<file path="src/rtl/grid8_valve_sequencer.sv">
// Break-before-make valve sequencer: MUX8 source routing feeding one GRID8 stage.
// Optional `define GRID_SEQ_ABORT_EN adds an abort input that cuts ROUTE/FLOW short into RELEASE.
module grid8_valve_sequencer #(
    parameter int SETTLE_CYCLES = 16,
    parameter int CNT_W         = 8
) (
    input  logic       clk,
    input  logic       rst_n,
`ifdef GRID_SEQ_ABORT_EN
    input  logic       abort,
`endif
    input  logic       cmd_valid,
    output logic       cmd_ready,
    input  logic [2:0] cmd_src,
    input  logic [2:0] cmd_stage,
    input  logic [1:0] cmd_op,
    input  logic [7:0] cmd_dwell,
    output logic [5:0] c,
    output logic [7:0] d,
    output logic [7:0] e,
    output logic       busy,
    output logic       done
);
    typedef enum logic [2:0] {IDLE, CLOSE, ROUTE, FLOW, RELEASE} state_t;

    typedef struct packed {
        logic [2:0] src;
        logic [2:0] stage;
        logic [1:0] op;
        logic [7:0] dwell;
    } cmd_t;

    localparam logic [CNT_W-1:0] SETTLE_LD = CNT_W'(SETTLE_CYCLES - 1);
    localparam logic [CNT_W-1:0] CNT_ONE   = CNT_W'(1);
    localparam logic [1:0]       OP_FWD    = 2'd0;
    localparam logic [1:0]       OP_LAT    = 2'd1;
    localparam logic [1:0]       OP_PURGE  = 2'd3;

    state_t           state, nxt_state;
    cmd_t             cmd_q, nxt_cmd;
    logic [CNT_W-1:0] cnt, nxt_cnt, dwell_ld;
    logic [5:0]       nxt_c, route_c;
    logic [7:0]       nxt_d, nxt_e, flow_d, flow_e, stage_oh;
    logic             nxt_done, abort_req;

`ifdef GRID_SEQ_ABORT_EN
    assign abort_req = abort;
`else
    assign abort_req = 1'b0;
`endif

    assign cmd_ready = (state == IDLE);
    assign busy      = (state != IDLE);

    // Each mux pair is driven complementary, so c1/c2, c3/c4, c5/c6 can never both open.
    assign route_c  = (cmd_q.op == OP_PURGE) ? 6'd0 :
                      {cmd_q.src[2], ~cmd_q.src[2], cmd_q.src[1], ~cmd_q.src[1],
                       cmd_q.src[0], ~cmd_q.src[0]};
    assign stage_oh = 8'd1 << cmd_q.stage;
    assign flow_d   = (cmd_q.op != OP_LAT) ? stage_oh : 8'd0;
    assign flow_e   = (cmd_q.op != OP_FWD) ? stage_oh : 8'd0;
    assign dwell_ld = (cmd_q.dwell == 8'd0) ? '0 : CNT_W'(cmd_q.dwell - 8'd1);

    // Next-state logic also computes next output values so c/d/e/done leave flops.
    always_comb begin
        nxt_state = state;
        nxt_cmd   = cmd_q;
        nxt_cnt   = cnt;
        nxt_c     = c;
        nxt_d     = 8'd0;
        nxt_e     = 8'd0;
        nxt_done  = 1'b0;
        case (state)
            IDLE: begin
                nxt_c = 6'd0;
                if (cmd_valid) begin
                    nxt_state = CLOSE;
                    nxt_cnt   = SETTLE_LD;
                    nxt_cmd   = '{src: cmd_src, stage: cmd_stage, op: cmd_op, dwell: cmd_dwell};
                end
            end
            CLOSE: begin
                nxt_c = 6'd0;
                if (cnt == '0) begin
                    nxt_state = ROUTE;
                    nxt_cnt   = SETTLE_LD;
                    nxt_c     = route_c;
                end else begin
                    nxt_cnt = cnt - CNT_ONE;
                end
            end
            ROUTE: begin
                if (abort_req) begin
                    nxt_state = RELEASE;
                    nxt_cnt   = SETTLE_LD;
                end else if (cnt == '0) begin
                    nxt_state = FLOW;
                    nxt_cnt   = dwell_ld;
                    nxt_d     = flow_d;
                    nxt_e     = flow_e;
                end else begin
                    nxt_cnt = cnt - CNT_ONE;
                end
            end
            FLOW: begin
                if (abort_req || cnt == '0) begin
                    nxt_state = RELEASE;
                    nxt_cnt   = SETTLE_LD;
                end else begin
                    nxt_cnt = cnt - CNT_ONE;
                    nxt_d   = flow_d;
                    nxt_e   = flow_e;
                end
            end
            RELEASE: begin
                if (cnt == '0) begin
                    nxt_state = IDLE;
                    nxt_done  = 1'b1;
                    nxt_c     = 6'd0;
                end else begin
                    nxt_cnt = cnt - CNT_ONE;
                end
            end
            default: begin
                nxt_state = IDLE;
                nxt_cnt   = '0;
                nxt_c     = 6'd0;
            end
        endcase
    end

    always_ff @(posedge clk or negedge rst_n) begin
        if (!rst_n) begin
            state <= IDLE;
            cmd_q <= '0;
            cnt   <= '0;
            c     <= 6'd0;
            d     <= 8'd0;
            e     <= 8'd0;
            done  <= 1'b0;
        end else begin
            state <= nxt_state;
            cmd_q <= nxt_cmd;
            cnt   <= nxt_cnt;
            c     <= nxt_c;
            d     <= nxt_d;
            e     <= nxt_e;
            done  <= nxt_done;
        end
    end
endmodule

</file>
<file path="config.mk">
export PLATFORM = sky130hd
export DESIGN_NAME = grid8_valve_sequencer
export DESIGN_NICKNAME = d
export VERILOG_FILES = /design/src/rtl/grid8_valve_sequencer.sv
export SDC_FILE = /design/constraint.sdc
export NUM_CORES = 1
export LEC_CHECK = 0
export ABC_AREA = 1
export CAP_MARGIN = 20
export CELL_PAD_IN_SITES_DETAIL_PLACEMENT = 0
export CELL_PAD_IN_SITES_GLOBAL_PLACEMENT = 1
export CORE_MARGIN = 10
export CORE_UTILIZATION = 38
export DETAILED_ROUTE_END_ITERATION = 16
export GPL_TIMING_DRIVEN = 0
export PLACE_DENSITY_LB_ADDON = 0.12
export SYNTH_ARGS = -nofsm -noshare
export SYNTH_HDL_FRONTEND = slang
export SYNTH_SLANG_ARGS = --single-unit
export TNS_END_PERCENT = 30
</file>
<file path="constraint.sdc">
create_clock -name clk -period 2.1 [get_ports clk]
set_input_delay 0.42 -clock clk [delete_from_list [all_inputs] [get_ports clk]]
set_output_delay 0.42 -clock clk [all_outputs]
set_load 0.02 [all_outputs]
</file>
==> qor.yml, run 1 <==
detailed_routing:
  drt-pass1-iter-count: 4
  wl_um: 5600
  drc: 0
  wl_per_cell_um: 13.3
  via_per_inst: 4.73
  num_vias: 1986
  detail-route-antenna-nets: 0
  drt_iter0_drc: 51
critical_path:
  r2r_slack_ns: 0.24
  cp-start-kind: "flop"
  cp-startpoint: "state[0]$_DFFE_PN0P_"
  r2r-start: "cnt[0]$_DFFE_PN0P_"
  crit_path_end_kind: "output pin"
  cpMaxStageDelayCell: "dfrtp_1"
  endpoint: "cmd_ready"
  critical_path_depth: 4
  crit_chain: "nor2_4 > nand2_1 > inv_1 > dlygate4sd2_1"
  ff2ff_path_depth: 12
  path_class: "flop to output pin"
  cp.arrival_ns: 1.47
  cpPeakStageDelay_ns: 0.43
  cp_max_fo: 7
  worst-path-buf-inv: 2
  critPathRequiredTime_ns: 1.68
  critPathTopFamily: "buffers and inverters"
  rr_endpoint: "cnt[2]$_DFFE_PN0P_"
sta:
  whs_ns: 0.0870
  rsz0062_at_grt: "false"
  post-route-period-util_pct: 90.2
  slew_violations: 0
  timing.fmax_mhz: 528
  final-setup-viol-count: 0
  fin_worst_skew_ns: 0.00277
  slew_headroom_pct: 63.1
  tightest_slew_ns: 0.553
  min_period_ns: 1.89
  hold_viol: 0
clock_tree:
  cts_root_buffer: "clkbuf_8"
  cts_max_level: 2
  post_cts_buffers: 0
  cts_inserted_buffers: 5
  cts_tree: "done"
  path_clk_slew_ns: 0.10
  clock-sinks: 50
  clk_latency_ns: 0.31
  clockBufferDepth: 2
  cts_hold_buf: 0
synthesis:
  synth.avg_cell_area_um2: 8.32
  synth_fa_ha_area_share_pct: 1.55
  netlist_top_cells_count: "nand2_1, dfrtp_1, nor2_1"
  synth_flop_cell: "dfrtp_1"
  yosys.area.top_type_share_pct: 51.7
  synth_edf_count: 0
  synth.distinct_cells: 26
  yosys_warnings: 0
  synthArstFlopShare_pct: 100
  syn-instance-count: 291
  synth_xor_area_share_pct: 2.17
  yosys.area.top_type: "dfrtp_1"
  ys_ff_latch: 50
  synth.yosys.seq_area_share_pct: 51.7
  syn-cell-area_mm2: 0.00242
  ys_top_cells_by_area: "dfrtp_1, nand2_1, nor2_1, nand3_1, inv_1"
  synthSimpleGateAreaFrac_pct: 28.6
  syn-num-nets: 313
  yosysMostFrequentCell: "nand2_1"
  synthMuxAreaShare_pct: 2.33
  synth_top_family_by_area: "simple AND/OR/NAND/NOR gates"
  synth-compound-area-share_pct: 8.58
global_route:
  grt_overflow_total: 0
  grt_antenna_before_repair: 0
  gr-usage-met1_pct: 14.6
  first_global_vias: 2058
  grt_max_degree: 29
  grtUsageTotal_pct: 11.7
  grtUsageMet2_pct: 18.8
  grt_pass1_wl_um: 9680
  grt_busiest_layer: "met2"
  grt_use_met3_pct: 3.85
power:
  leakage_uw: 0.00150
  p_per_area_mw_per_mm2: 1320
  ir_worst_vdd_mv: 0.568
finish:
  drive_gt1_share_pct: 11.1
  fin_nets: 364
  final_cell_area_mm2: 0.00309
  utilization_pct: 49.2
  antenna_cells: 0
  syn2layout_area_growth_pct: 27.5
job:
  cap_violations: 0
place:
  hpwl_um: 4320
  placed_area_mm2: 0.00296
  io_buffers: 43
  place.gp.congestion: 0.780
floorplanning:
  rows: 29
  die_w_um: 99.8
  start_util_pct: 38.6
  core_mm2: 0.00628
  die_area_mm2: 0.00996
  fp.dieH_um: 99.8
  io-pin-count: 44
outcome:
  outcome: "complete, no violations"
hold_path:
  hp-class: "input pin to asynchronous set/reset pin"
==> timing repair <==
item	CTS	global route
hold endpoints to repair	0	0
endpoints found under the setup margin	2	1
gates cloned	0	0
resized for setup	2	2
==> state kept, by name (all words and copies together), names as in the netlist <==
| signal | count |
|---|---|
| c | 6 |
| cmd_q | 16 |
| cnt | 8 |
| d | 8 |
| done | 1 |
| e | 8 |
| state | 3 |
==> metal layers <==
layer,vias up,part of all wire (%),routed length [um]
met5,-,0,0
met4,0,1.1,64
met3,5,4.9,273
met2,31,47,2620
met1,914,47,2650
li1,1036,-,-
==> report_power, final <==
group / switching (uW) / leakage (uW) / internal (uW) / total (uW)
Combinational: 1150 / 0.000803 / 691 / 1840
Clock: 346 / 0.0000587 / 362 / 708
Sequential: 262 / 0.000634 / 1250 / 1520
==> placed cells by master, fill, tap and decap left out, drive strengths merged <==
| cell | n |
|---|---|
| inv | 27 |
| nand2 | 75 |
| dlymetal6s2s | 1 |
| nand4 | 7 |
| nand3 | 19 |
| o21ai | 20 |
| a21oi | 14 |
| buf | 5 |
| clkbuf | 5 |
| o22ai | 1 |
| nor2 | 57 |
| ha | 3 |
| bufinv | 1 |
| or2 | 1 |
| dfrtp | 50 |
| clkdlybuf4s50 | 40 |
| nand3b | 1 |
| o21bai | 1 |
| dlygate4sd2 | 1 |
| xor2 | 6 |
| clkinv | 2 |
| mux2 | 5 |
| a31o | 1 |
==> worst min path at each step <==
stage                           from                    to  slack [ns]  cells after the start
2_1_floorplan                  rst_n      c[0]$_DFFE_PN0P_        0.12                      0
3_3_place_gp   cmd_q[15]$_DFFE_PN0P_      c[4]$_DFFE_PN0P_        0.47                      1
3_5_place_dp                   rst_n    cnt[4]$_DFFE_PN0P_        0.45                      1
4_1_cts                        rst_n  cmd_q[7]$_DFFE_PN0P_        0.11                      1
5_1_grt                        rst_n  cmd_q[7]$_DFFE_PN0P_        0.12                      1
6_report                       rst_n    cnt[4]$_DFFE_PN0P_        0.09                      1
==> through the flow <==
step / cells / total power, uW / worst slack, ns / TNS (ns)
6_report: 420 / 4060 / 0.206 / 0
5_1_grt: 420 / 4470 / 0.00531 / 0
4_1_cts: 420 / 4110 / 0.0132 / 0
3_5_place_dp: 412 / 3390 / 0.163 / 0
3_3_place_gp: 411 / 3370 / -0.911 / -45.37
2_1_floorplan: 291 / 2850 / 0.504 / 0
==> final cells by class <==
cell class                      count  area [um2]
Fill cell                         639        3190
Sequential cell                    50        1250
Multi-Input combinational cell    211        1050
Timing Repair Buffer               44         447
Inverter                           27         101
Tap cell                           77        96.3
Clock buffer                        5        68.8
Clock inverter                      3        47.5
Buffer                              3        21.3
==> logic make-up after synthesis <==
group / Yosys count
AO/OA/AOI/OAI: 37
AND/OR/NAND/NOR: 160
buffers and inverters: 30
XOR/XNOR: 6
multiplexers: 5
adder cells (fa/ha/maj): 3
flip-flops: 50
==> worst reg2reg max path, delay by kind of cell (launching register included) <==
kind                       cells  cell delay [ns]
adders and majority gates      1             0.24
buffers and inverters          2             0.31
and+or+nand+nor                9             0.81
DFF                            1             0.41
No activity file was read; power rests on OpenSTA's default activity.
==> run 2: changes to the inputs <==
--- a/config.mk
+++ b/config.mk
@@ -11,6 +11,7 @@
 export CELL_PAD_IN_SITES_GLOBAL_PLACEMENT = 1
 export CORE_MARGIN = 10
 export CORE_UTILIZATION = 38
+export CTS_CLUSTER_SIZE = 20
 export DETAILED_ROUTE_END_ITERATION = 16
 export GPL_TIMING_DRIVEN = 0
 export PLACE_DENSITY_LB_ADDON = 0.12
==> results of run 2 <==
The final DEF is identical to that of run 1; final timing and power are the same.
